[config.mk]
export PLATFORM = sky130hd
export DESIGN_NAME = seg_share_arbiter
export DESIGN_NICKNAME = d
export VERILOG_FILES = /design/src/rtl/seg_pkg.sv /design/src/rtl/rr_pick.sv /design/src/rtl/seg_share_arbiter.sv
export SDC_FILE = /design/constraint.sdc
export NUM_CORES = 1
export LEC_CHECK = 0
export CAP_MARGIN = 20
export CELL_PAD_IN_SITES_DETAIL_PLACEMENT = 1
export CELL_PAD_IN_SITES_GLOBAL_PLACEMENT = 1
export CORE_MARGIN = 2
export CORE_UTILIZATION = 40
export CTS_CLUSTER_DIAMETER = 30
export DETAILED_ROUTE_END_ITERATION = 16
export PLACE_DENSITY = 0.82
export SLEW_MARGIN = 20
export SYNTH_ARGS = -nofsm -noshare
export SYNTH_HDL_FRONTEND = slang
export SYNTH_HIERARCHICAL = 1
export SYNTH_SLANG_ARGS = --single-unit
export TNS_END_PERCENT = 10
[constraint.sdc]
create_clock -name clk_2 -period 2.7 [get_ports clk_2]
set_input_delay 0.27 -clock clk_2 [delete_from_list [all_inputs] [get_ports clk_2]]
set_output_delay 0.27 -clock clk_2 [all_outputs]
set_load 0.02 [all_outputs]
[src/rtl/seg_pkg.sv]
// Shared types and 7-segment encodings for the display-sharing arbiter.
package seg_pkg;

    typedef enum logic [1:0] {
        IDLE = 2'd0,
        SHOW = 2'd1,
        GAP  = 2'd2
    } state_t;

    // Segment order is gfedcba in bits [6:0].
    localparam logic [6:0] SEG_0 = 7'b0111111;
    localparam logic [6:0] SEG_1 = 7'b0000110;
    localparam logic [6:0] SEG_2 = 7'b1011011;
    localparam logic [6:0] SEG_3 = 7'b1001111;
    localparam logic [6:0] SEG_4 = 7'b1100110;
    localparam logic [6:0] SEG_5 = 7'b1101101;
    localparam logic [6:0] SEG_6 = 7'b1111101;
    localparam logic [6:0] SEG_7 = 7'b0000111;
    localparam logic [6:0] SEG_8 = 7'b1111111;
    localparam logic [6:0] SEG_9 = 7'b1101111;
    localparam logic [6:0] SEG_A = 7'b1110111;
    localparam logic [6:0] SEG_B = 7'b1111100;
    localparam logic [6:0] SEG_C = 7'b0111001;
    localparam logic [6:0] SEG_D = 7'b1011110;
    localparam logic [6:0] SEG_E = 7'b1111001;
    localparam logic [6:0] SEG_F = 7'b1110001;

    localparam logic [7:0] SEG_BLANK = 8'h00;

    function automatic logic [6:0] hex7(input logic [3:0] v);
        case (v)
            4'h0:    hex7 = SEG_0;
            4'h1:    hex7 = SEG_1;
            4'h2:    hex7 = SEG_2;
            4'h3:    hex7 = SEG_3;
            4'h4:    hex7 = SEG_4;
            4'h5:    hex7 = SEG_5;
            4'h6:    hex7 = SEG_6;
            4'h7:    hex7 = SEG_7;
            4'h8:    hex7 = SEG_8;
            4'h9:    hex7 = SEG_9;
            4'hA:    hex7 = SEG_A;
            4'hB:    hex7 = SEG_B;
            4'hC:    hex7 = SEG_C;
            4'hD:    hex7 = SEG_D;
            4'hE:    hex7 = SEG_E;
            default: hex7 = SEG_F;
        endcase
    endfunction

endpackage

[src/rtl/rr_pick.sv]
// Round-robin requester search: first set req bit at or above rr_ptr, wrapping modulo NREQ.
module rr_pick #(
    parameter int NREQ = 4
) (
    input  logic [NREQ-1:0]         req,
    input  logic [$clog2(NREQ)-1:0] rr_ptr,
    output logic                    found,
    output logic [$clog2(NREQ)-1:0] owner
);

    localparam int IW = $clog2(NREQ);

    logic [IW-1:0] idx;

    // Scan from the farthest offset down so the nearest requester wins.
    always_comb begin
        found = 1'b0;
        owner = '0;
        idx   = '0;
        for (int k = NREQ - 1; k >= 0; k--) begin
            idx = IW'((int'(rr_ptr) + k) % NREQ);
            if (req[idx]) begin
                found = 1'b1;
                owner = idx;
            end
        end
    end

endmodule

[src/rtl/seg_share_arbiter.sv]
// Time-slices one 7-segment display among NREQ requesters: round-robin slots with a blank gap between.
module seg_share_arbiter
    import seg_pkg::*;
#(
    parameter int NREQ        = 4,
    parameter int HOLD_CYCLES = 8,
    parameter int GAP_CYCLES  = 1
) (
    input  logic              clk_2,
    input  logic              reset,
    input  logic [NREQ-1:0]   req,
    input  logic [4*NREQ-1:0] digit,
    output logic [NREQ-1:0]   grant,
    output logic [NREQ-1:0]   done,
    output logic [7:0]        SEG,
    output logic              busy
);

    localparam int IW      = $clog2(NREQ);
    localparam int CNT_MAX = (HOLD_CYCLES > GAP_CYCLES) ? HOLD_CYCLES : GAP_CYCLES;
    localparam int CW      = $clog2(CNT_MAX);
    localparam logic [CW-1:0] HOLD_INIT = CW'(HOLD_CYCLES - 1);
    localparam logic [CW-1:0] GAP_INIT  = CW'(GAP_CYCLES - 1);

    state_t          state_q, state_d;
    logic [NREQ-1:0] grant_q, grant_d;
    logic [NREQ-1:0] done_q, done_d;
    logic [7:0]      seg_q, seg_d;
    logic            busy_q, busy_d;
    logic [IW-1:0]   owner_q, owner_d;
    logic [IW-1:0]   rr_ptr_q, rr_ptr_d;
    logic [CW-1:0]   cnt_q, cnt_d;

    logic            pick_found;
    logic [IW-1:0]   pick_owner;
    logic [3:0]      pick_digit;
    logic [3:0]      own_digit;
    logic [IW-1:0]   next_ptr;

    function automatic logic [NREQ-1:0] onehot(input logic [IW-1:0] i);
        onehot    = '0;
        onehot[i] = 1'b1;
    endfunction

    rr_pick #(.NREQ(NREQ)) u_pick (
        .req    (req),
        .rr_ptr (rr_ptr_q),
        .found  (pick_found),
        .owner  (pick_owner)
    );

    always_comb begin
        pick_digit = '0;
        own_digit  = '0;
        for (int i = 0; i < NREQ; i++) begin
            if (pick_owner == IW'(i)) pick_digit = digit[4*i +: 4];
            if (owner_q == IW'(i))    own_digit  = digit[4*i +: 4];
        end
    end

    assign next_ptr = (owner_q == IW'(NREQ - 1)) ? '0 : owner_q + IW'(1);

    always_comb begin
        state_d  = state_q;
        grant_d  = grant_q;
        done_d   = '0;
        seg_d    = seg_q;
        busy_d   = busy_q;
        owner_d  = owner_q;
        rr_ptr_d = rr_ptr_q;
        cnt_d    = cnt_q;
        case (state_q)
            IDLE: begin
                grant_d = '0;
                seg_d   = SEG_BLANK;
                busy_d  = 1'b0;
                if (pick_found) begin
                    state_d = SHOW;
                    owner_d = pick_owner;
                    grant_d = onehot(pick_owner);
                    seg_d   = {1'b1, hex7(pick_digit)};
                    busy_d  = 1'b1;
                    cnt_d   = HOLD_INIT;
                end
            end
            SHOW: begin
                seg_d = {1'b1, hex7(own_digit)};
                if (!req[owner_q] || cnt_q == '0) begin
                    state_d  = GAP;
                    grant_d  = '0;
                    seg_d    = SEG_BLANK;
                    cnt_d    = GAP_INIT;
                    rr_ptr_d = next_ptr;
                end else begin
                    cnt_d = cnt_q - CW'(1);
                    // Registered done must land on the last SHOW cycle, so it is raised one count early.
                    if (cnt_q == CW'(1)) done_d = onehot(owner_q);
                end
            end
            GAP: begin
                grant_d = '0;
                seg_d   = SEG_BLANK;
                if (cnt_q == '0) begin
                    state_d = IDLE;
                    busy_d  = 1'b0;
                end else begin
                    cnt_d = cnt_q - CW'(1);
                end
            end
            default: begin
                state_d = IDLE;
                grant_d = '0;
                seg_d   = SEG_BLANK;
                busy_d  = 1'b0;
            end
        endcase
    end

    always_ff @(posedge clk_2 or posedge reset) begin
        if (reset) begin
            state_q  <= IDLE;
            grant_q  <= '0;
            done_q   <= '0;
            seg_q    <= SEG_BLANK;
            busy_q   <= 1'b0;
            owner_q  <= '0;
            rr_ptr_q <= '0;
            cnt_q    <= '0;
        end else begin
            state_q  <= state_d;
            grant_q  <= grant_d;
            done_q   <= done_d;
            seg_q    <= seg_d;
            busy_q   <= busy_d;
            owner_q  <= owner_d;
            rr_ptr_q <= rr_ptr_d;
            cnt_q    <= cnt_d;
        end
    end

    assign grant = grant_q;
    assign done  = done_q;
    assign SEG   = seg_q;
    assign busy  = busy_q;

endmodule

# Yosys cells after proc, flatten, opt, wreduce, memory -nomap -nowiden
# Memories as Yosys holds them, arrays and structs flattened.
# Cells that the tools add are included.
word_totals:
  mem_bits_ro: 224
  wordCells: 102
  out_inout_bits: 17
  regBits: 26
  inputBits: 22
  memories: 2
mem_list:
  columns: ["name", "words", "width", "rd", "rd_clocked_by_memory_dff", "wr", "line_no", "text"]
  rows:
  - ["(no name shown)", 16, 7, 1, 0, 0, "seg_pkg.sv:31", "case (v)"]
  - ["(no name shown)", 16, 7, 1, 0, 0, "seg_pkg.sv:31", null]
classes:
  add_sub_neg: 5
  magnitude_cmp: 8
  muxes: 51
  reduce_logical: 14
  eq_ne: 13
  n_bitwise: 1
op_table:
  columns: ["op", "count"]
  rows:
  - ["$mux 4", 13]
  - ["$lt 2x3->1 const B", 6]
  - ["$mux 2", 8]
  - ["$mux 8", 2]
  - ["$pmux 8 s2", 1]
  - ["$mux 1", 13]
  - ["$bmux 1 s2", 5]
  - ["$eq 2x2->1 const B", 5]
  - ["$mux 3", 3]
  - ["$pmux 3 s3", 1]
  - ["$ne 2x2->1 const B", 4]
  - ["$pmux 4 s2", 1]
  - ["$eq 2x1->1 const B", 3]
  - ["$logic_not 2->1", 3]
  - ["$pmux 2 s3", 1]
  - ["$reduce_and 2->1", 3]
  - ["$reduce_and 3->1", 2]
  - ["$add 2x1->2 const B", 2]
  - ["$add 2x2->2 const B", 2]
  - ["$demux 1 s2", 2]
  - ["$ge 2x1->1 const B", 2]
  - ["$eq 3x1->1 const B", 1]
  - ["$logic_not 3->1", 1]
  - ["$pmux 1 s3", 1]
  - ["6 further kinds", 7]

# Depth between registers and ports, before layout
# An unclocked memory read counts as a cell.
depth:
  word_depth: 15
  ltp_mapped: 12
  ltp_nobuf: 11

# Hierarchy
# The synthesis kept the hierarchy.
modules_own_cells:
  columns: ["mod", "area_each_um2", "seq_area_each_um2", "cells_per_inst", "instances"]
  rows:
  - ["seg_share_arbiter", 1995.7, 650.6, 207, 1]
  - ["rr_pick", 77.6, 0.0, 13, 1]

# Least setup slack after synthesis
# OpenSTA, ideal clock, no wires.
synth_path:
  path_type: "register to register"
  start: "register rr_ptr_q[1]"
  end: "register seg_q[3] (netlist: SEG[3])"
  required_ns: 2.574
  synth_period_minus_slack_ns: 2.455
  stages_incl_launch_ff: 11
  path_slack_ns: 0.245
  setup_ns: 0.126
  path_buffers: 1
  arrival_time_ns: 2.329
  path_cell_list: "dfrtp_1 > mux2i_1 > a211oi_2 > buf_6 > mux4_2 > inv_1 > ha_1 > or2_0 > a21o_1 > a21oi_1 > a221o_1"
synth_via:
  elab_chain_cells: 15
  elab_cells_between_ends: 30
  classes_between: "3 x add/sub; 3 x eq/ne; 22 x mux; 1 x reduce/logical; 1 x memory"
synth_lines:
  columns: ["element", "line_no", "text"]
  rows:
  - ["start, declared", "seg_share_arbiter.sv:31", "logic [IW-1:0] rr_ptr_q, rr_ptr_d;"]
  - ["start signal, assigned", "seg_share_arbiter.sv:136", "rr_ptr_q <= rr_ptr_d;"]
  - ["$add 2x2->2", "rr_pick.sv:21", "idx = IW'((int'(rr_ptr) + k) % NREQ);"]
  - ["$bmux 1 s2", "rr_pick.sv:22", "if (req[idx]) begin"]
  - ["$mux 1 (not written as such)", "rr_pick.sv:22", null]
  - ["$mux 2 (3 in series)", "rr_pick.sv:22", null]
  - ["$mux 2 (*)", "rr_pick.sv:22", null]
  - ["via pick_owner[0]", "seg_share_arbiter.sv:35", "logic [IW-1:0] pick_owner;"]
  - ["$logic_not 2->1", "seg_share_arbiter.sv:56", "if (pick_owner == IW'(i)) pick_digit = digit[4*i +: 4];"]
  - ["$mux 4 (3 in series)", "seg_share_arbiter.sv:56", null]
  - ["$mux 4 (*)", "seg_share_arbiter.sv:56", null]
  - ["$mem_v2 16x7 (*)", null, null]
  - ["$mux 8 (*)", "seg_share_arbiter.sv:77", "if (pick_found) begin"]
  - ["$pmux 8 s2 (*)", "seg_share_arbiter.sv:72", "case (state_q)"]
  - ["via seg_d[3]", "seg_share_arbiter.sv:28", "logic [7:0] seg_q, seg_d;"]
  - ["end signal, assigned", "seg_share_arbiter.sv:133", "seg_q <= seg_d;"]
  - ["end, declared", "seg_share_arbiter.sv:28", null]
# The timed path passes the listed nets; every way through them passes the cells marked *. The select of a mux whose other input is x is not followed.
# A chain may end at the register's enable or synchronous reset.

# Worst setup path after layout
layout_path:
  start: "input port req[3]"
  end: "register seg_q[6] (netlist: SEG[6])"
layout_via:
  elab_chain_cells: 14
  elab_cells_between_ends: 32
  classes_between: "3 x eq/ne; 25 x mux; 3 x reduce/logical; 1 x memory"
layout_lines:
  columns: ["element", "line_no", "text"]
  rows:
  - ["start, declared", "seg_share_arbiter.sv:11", "input logic [NREQ-1:0] req,"]
  - ["$bmux 1 s2", "rr_pick.sv:22", null]
  - ["$mux 1 (not written as such)", "rr_pick.sv:22", null]
  - ["$mux 2 (3 in series)", "rr_pick.sv:22", null]
  - ["$mux 2 (*)", "rr_pick.sv:22", null]
  - ["via pick_owner[1]", "seg_share_arbiter.sv:35", null]
  - ["$logic_not 2->1", "seg_share_arbiter.sv:56", null]
  - ["$mux 4 (3 in series)", "seg_share_arbiter.sv:56", null]
  - ["$mux 4 (*)", "seg_share_arbiter.sv:56", null]
  - ["$mem_v2 16x7 (*)", null, null]
  - ["$mux 8 (*)", "seg_share_arbiter.sv:77", null]
  - ["$pmux 8 s2 (*)", "seg_share_arbiter.sv:72", null]
  - ["via seg_d[6]", "seg_share_arbiter.sv:28", null]
# Marked as above.

==> flow_summary.html <==
<table>
<tr><th>Metric</th><th>Value</th></tr>
<tr><th colspan="2">Global route</th></tr>
<tr><td>Global-route wire length before repair</td><td>10300 microns</td></tr>
<tr><td>Antenna violations before repair</td><td>0</td></tr>
<tr><td>Number of global-route vias before repair</td><td>2025</td></tr>
<tr><td>Maximum number of pins on one net before global-route repair</td><td>27</td></tr>
<tr><td>Global route total overflow</td><td>0</td></tr>
<tr><td>All-layer global routing usage</td><td>22.4%</td></tr>
<tr><th colspan="2">Power and ir drop</th></tr>
<tr><td>Part of the power in the clock network</td><td>10.3%</td></tr>
<tr><td>Net load switching power</td><td>1560 uW</td></tr>
<tr><td>Leakage dissipation</td><td>0.00120 uW</td></tr>
<tr><td>Power density over the cells</td><td>1230 nW/um^2</td></tr>
<tr><td>Combinational share of power</td><td>69.6%</td></tr>
<tr><td>Switching power as a share of total power</td><td>46.9%</td></tr>
<tr><td>Pint</td><td>1770 uW</td></tr>
<tr><td>Worst supply voltage drop on vdd</td><td>0.000456 V</td></tr>
<tr><td>Sequential share of power</td><td>20.1%</td></tr>
<tr><th colspan="2">Floorplan</th></tr>
<tr><td>Core outline area</td><td>5040 sq um</td></tr>
<tr><td>Core Rows</td><td>26</td></tr>
<tr><td>X dimension of the die</td><td>76.0 microns</td></tr>
<tr><td>Count of pins on the block boundary</td><td>39</td></tr>
<tr><td>Die height</td><td>76.0 microns</td></tr>
<tr><td>Initial Util</td><td>41.1%</td></tr>
<tr><td>Die area</td><td>5780 sq um</td></tr>
<tr><th colspan="2">Clocking</th></tr>
<tr><td>Count of hold buffers inserted by post-cts repair</td><td>0</td></tr>
<tr><td>Sinks on the clock net</td><td>26</td></tr>
<tr><td>Clk root buf</td><td>sky130_fd_sc_hd__clkbuf_8</td></tr>
<tr><td>Clock tree from TritonCTS</td><td>built</td></tr>
<tr><td>Number of levels in the clock H-tree</td><td>1</td></tr>
<tr><td>Insertion delay to the later sink of the worst-skew pair</td><td>0.28 ns</td></tr>
<tr><td>Clock edge transition at the registers on the reported setup and hold paths</td><td>0.11 ns</td></tr>
<tr><td>TritonCTS Buffers</td><td>3</td></tr>
<tr><td>Buffer depth of the longest clock path</td><td>2</td></tr>
<tr><th colspan="2">Route</th></tr>
<tr><td>Final WL</td><td>6120 microns</td></tr>
<tr><td>Drt drc</td><td>0</td></tr>
<tr><td>Initial DRC count</td><td>108</td></tr>
<tr><td>Vias per cell</td><td>5.55</td></tr>
<tr><td>Detailed-route via count</td><td>1903</td></tr>
<tr><td>Avg WL per Cell</td><td>17.8 microns</td></tr>
<tr><td>ANT nets after route</td><td>0</td></tr>
<tr><td>First-pass iteration count of the detailed router</td><td>4</td></tr>
<tr><th colspan="2">Yosys</th></tr>
<tr><td>Number of enable-type register cells in the synthesized netlist</td><td>0</td></tr>
<tr><td>Average footprint of a synthesized cell</td><td>9.42 sq um</td></tr>
<tr><td>Most used DFF post-synth</td><td>sky130_fd_sc_hd__dfrtp_1</td></tr>
<tr><td>Proportion of netlist area held by the largest area contributor</td><td>31.4%</td></tr>
<tr><td>Yosys Warn Count</td><td>6</td></tr>
<tr><td>Flip-flop and latch count after synthesis</td><td>26</td></tr>
<tr><td>Share of synthesized flip-flops with an asynchronous set or reset</td><td>100%</td></tr>
<tr><td>Cells after Synth</td><td>220</td></tr>
<tr><td>Sequential element share of the synthesized area</td><td>31.4%</td></tr>
<tr><td>Netlist area before placement</td><td>2070 sq um</td></tr>
<tr><td>Biggest area consumer among synthesized cells</td><td>sky130_fd_sc_hd__dfrtp_1</td></tr>
<tr><td>Net count after synthesis</td><td>265</td></tr>
<tr><td>Post-synth cell types</td><td>51</td></tr>
<tr><td>Top cells by area in the synthesized netlist</td><td>sky130_fd_sc_hd__dfrtp_1 (31%), sky130_fd_sc_hd__ha_1 (14%), sky130_fd_sc_hd__mux4_2 (5.4%)</td></tr>
<tr><th colspan="2">STA</th></tr>
<tr><td>Hold_ws</td><td>0.341 ns</td></tr>
<tr><td>Final worst path period need</td><td>2.60 ns</td></tr>
<tr><td>Max Clk Rate</td><td>384 MHz</td></tr>
<tr><td>Skew final</td><td>0.00830 ns</td></tr>
<tr><td>Setup TNS after final layout</td><td>0 ns</td></tr>
<tr><td>Final hold violation count</td><td>0</td></tr>
<tr><td>Fin worst setup slack</td><td>0.0978 ns</td></tr>
<tr><td>Worst rel slew slack</td><td>61.5%</td></tr>
<tr><td>Tcrit/Tclk final</td><td>96.4%</td></tr>
<tr><td>Final Max Tran Viols</td><td>0</td></tr>
<tr><td>Final setup violating endpoints</td><td>0</td></tr>
<tr><td>Setup repair after global routing missed its margin</td><td>true</td></tr>
<tr><td>Slew at the pin closest to its max-slew limit</td><td>0.576 ns</td></tr>
<tr><th colspan="2">Setup path</th></tr>
<tr><td>Most frequent CP cell</td><td>sky130_fd_sc_hd__buf_4</td></tr>
<tr><td>Worst setup path category</td><td>in -&gt; reg</td></tr>
<tr><td>Worst Path Required</td><td>2.88 ns</td></tr>
<tr><td>Largest fanout on the critical path</td><td>12</td></tr>
<tr><td>Cells traversed along the worst timing path</td><td>clkdlybuf4s50_1 &gt; buf_4 &gt; nand2b_1 &gt; a211oi_1 &gt; nor2_1 &gt; buf_4 &gt; mux4_2 &gt; buf_4 &gt; nor3_2 &gt; a21oi_1 &gt; a32o_1</td></tr>
<tr><td>Cell with the largest stage delay on the worst path</td><td>sky130_fd_sc_hd__clkdlybuf4s50_1</td></tr>
<tr><td>Worst Path Buf+Inv</td><td>4</td></tr>
<tr><td>CP max stage delay</td><td>0.51 ns</td></tr>
<tr><td>Setup crit end kind</td><td>register</td></tr>
<tr><td>Family of cells with the greatest summed delay on the critical path</td><td>buffers and inverters</td></tr>
<tr><td>Data arrival time of the worst path</td><td>2.78 ns</td></tr>
<tr><td>Worst setup SP type</td><td>input pin</td></tr>
<tr><th colspan="2">Place</th></tr>
<tr><td>DP Area</td><td>2630 sq um</td></tr>
<tr><td>Worst slack, placed</td><td>-0.219 ns</td></tr>
<tr><td>HPWL Detailed</td><td>4780 microns</td></tr>
<tr><td>Quantity of I/O buffers inserted on ports</td><td>38</td></tr>
<tr><td>Final GP Congestion</td><td>0.845</td></tr>
<tr><th colspan="2">Finish</th></tr>
<tr><td>Post-layout instance area</td><td>2710 sq um</td></tr>
<tr><td>Filler Cell Count</td><td>601</td></tr>
<tr><td>Share of layout cells above drive strength 1</td><td>16.1%</td></tr>
<tr><td>Post-layout nets</td><td>319</td></tr>
<tr><td>Antenna fix cells</td><td>0</td></tr>
<tr><td>Area Growth Syn to Fin</td><td>30.7%</td></tr>
<tr><td>Utilization after layout</td><td>53.7%</td></tr>
<tr><th colspan="2">Status</th></tr>
<tr><td>Outcome</td><td>finished clean</td></tr>
<tr><th colspan="2">Worst hold path</th></tr>
<tr><td>Hold WC Path Type</td><td>in -&gt; async</td></tr>
<tr><th colspan="2">Run</th></tr>
<tr><td># Max-Cap Violations</td><td>0</td></tr>
</table>
worst register-to-register path, delay by kind of cell, from the launching register on:
kind / cells / cell delay (ns)
muxes: 2 / 0.79
AOI/OAI and AO/OA: 3 / 0.56
buffers and inverters: 3 / 0.51
DFF: 1 / 0.46
and+or+nand+nor: 1 / 0.18
layout by cell type, fill, tap and decap left out, types with 3 or more instances in the layout:
cell	synthesis	final
sky130_fd_sc_hd__mux4_2	5	5
sky130_fd_sc_hd__dfrtp_1	26	25
sky130_fd_sc_hd__o211ai_1	6	6
sky130_fd_sc_hd__a211oi_1	5	5
sky130_fd_sc_hd__nor3_1	4	3
sky130_fd_sc_hd__a21oi_1	12	12
sky130_fd_sc_hd__o21a_1	3	3
sky130_fd_sc_hd__o21ai_0	6	6
sky130_fd_sc_hd__mux2_2	5	5
sky130_fd_sc_hd__nand3b_1	3	3
sky130_fd_sc_hd__nand3_1	5	5
sky130_fd_sc_hd__clkdlybuf4s50_1	0	38
sky130_fd_sc_hd__ha_1	23	22
sky130_fd_sc_hd__nor2_1	10	10
sky130_fd_sc_hd__clkbuf_8	0	3
sky130_fd_sc_hd__nor3b_1	5	5
sky130_fd_sc_hd__nand2_1	26	26
sky130_fd_sc_hd__o31ai_1	5	5
sky130_fd_sc_hd__buf_4	0	20
sky130_fd_sc_hd__inv_1	17	16
sky130_fd_sc_hd__and2_1	5	5
sky130_fd_sc_hd__nand2b_1	4	4
layout make-up:
cell class	instances	area [sq um]	share of cell area [%]
clock buffers	3	41.3	1.52
clock inverters	1	30.0	1.11
inverters	18	67.6	2.49
multi-input cells	167	1300	48.0
flip-flops and latches	26	652	24.1
well taps	70	87.6	3.23
repair buffers	58	531	19.6
power groups by stage:
| stage | logic, uW | clock network, uW | registers [uW] |
|---|---|---|---|
| 3_5_place_dp | 2270 | 0 | 679 |
| 5_1_grt | 2550 | 358 | 689 |
| 6_report | 2310 | 342 | 670 |
| 4_1_cts | 2300 | 347 | 671 |
| 2_1_floorplan | 1460 | 0 | 748 |
| 3_3_place_gp | 2180 | 0 | 667 |
synthesized netlist by cell type (3+ instances only):
library cell               count
sky130_fd_sc_hd__mux4_2        5
sky130_fd_sc_hd__nor2_1       10
sky130_fd_sc_hd__o31ai_1       5
sky130_fd_sc_hd__o211ai_1      6
sky130_fd_sc_hd__buf_6         3
sky130_fd_sc_hd__and2_1        5
sky130_fd_sc_hd__o21ai_0       6
sky130_fd_sc_hd__nor3b_1       5
sky130_fd_sc_hd__buf_2         4
sky130_fd_sc_hd__ha_1         23
sky130_fd_sc_hd__nand3_1       5
sky130_fd_sc_hd__dfrtp_1      26
sky130_fd_sc_hd__a21oi_1      12
sky130_fd_sc_hd__inv_1        17
sky130_fd_sc_hd__a211oi_1      5
sky130_fd_sc_hd__nand2b_1      4
sky130_fd_sc_hd__o21a_1        3
sky130_fd_sc_hd__nand3b_1      3
sky130_fd_sc_hd__nor3_1        4
sky130_fd_sc_hd__nand2_1      26
sky130_fd_sc_hd__mux2_2        5
cell families after synthesis:
kind of cell / count (synthesis) / synth area share, %
AOI/OAI and AO/OA: 59 / 21.2
adders and majority gates: 23 / 13.9
buffers and inverters: 27 / 6.28
DFF: 26 / 31.4
muxes: 12 / 9.11
and+or+nand+nor: 73 / 18.1
path summary, 6_finish.rpt:
path | from | to | slack (ns) | depth (start not counted)
max | req[3] | SEG[6] | 0.1 | 11
min | reset | SEG[2] | 0.34 | 3
max reg2reg | rr_ptr_q[1] | SEG[6] | 0.1 | 9
min reg2reg | grant[3] | grant[3] | 0.49 | 2
max in group asynchronous | reset | rr_ptr_q[1] | 2.06 | 3
min in group clk_2 | grant[3] | grant[3] | 0.49 | 2
sequential cells by signal, summed over array words and instances, names as in the netlist:
register and cells:
state_q 2, done 4, owner_q 2, busy 1
grant 4, SEG 8, rr_ptr_q 2, cnt_q 3
what timing repair did:
item / 4_1_cts / 5_1_grt
setup endpoints to repair: 1 / 3
setup buffers: 0 / 0
gates resized for setup: 1 / 4
pin swaps: 0 / 1
endpoints found under the hold margin: 0 / 0
layer usage:
| layer | GRT usage [%] | vias to the layer above | share of wire [%] |
|---|---|---|---|
| li1 | - | 899 | - |
| met1 | 27.6 | 936 | 43 |
| met2 | 40.7 | 53 | 51 |
| met3 | 1.78 | 15 | 3.1 |
| met4 | 8.36 | 0 | 2.7 |
| met5 | 0 | - | 0 |
metrics by stage:
stage / std cells / power, uW
after floorplan: 220 / 2200
after global placement: 339 / 2840
after detailed placement: 339 / 2940
after CTS: 343 / 3320
after global routing: 343 / 3600
final: 343 / 3330
(Power assumes the default switching activity.)
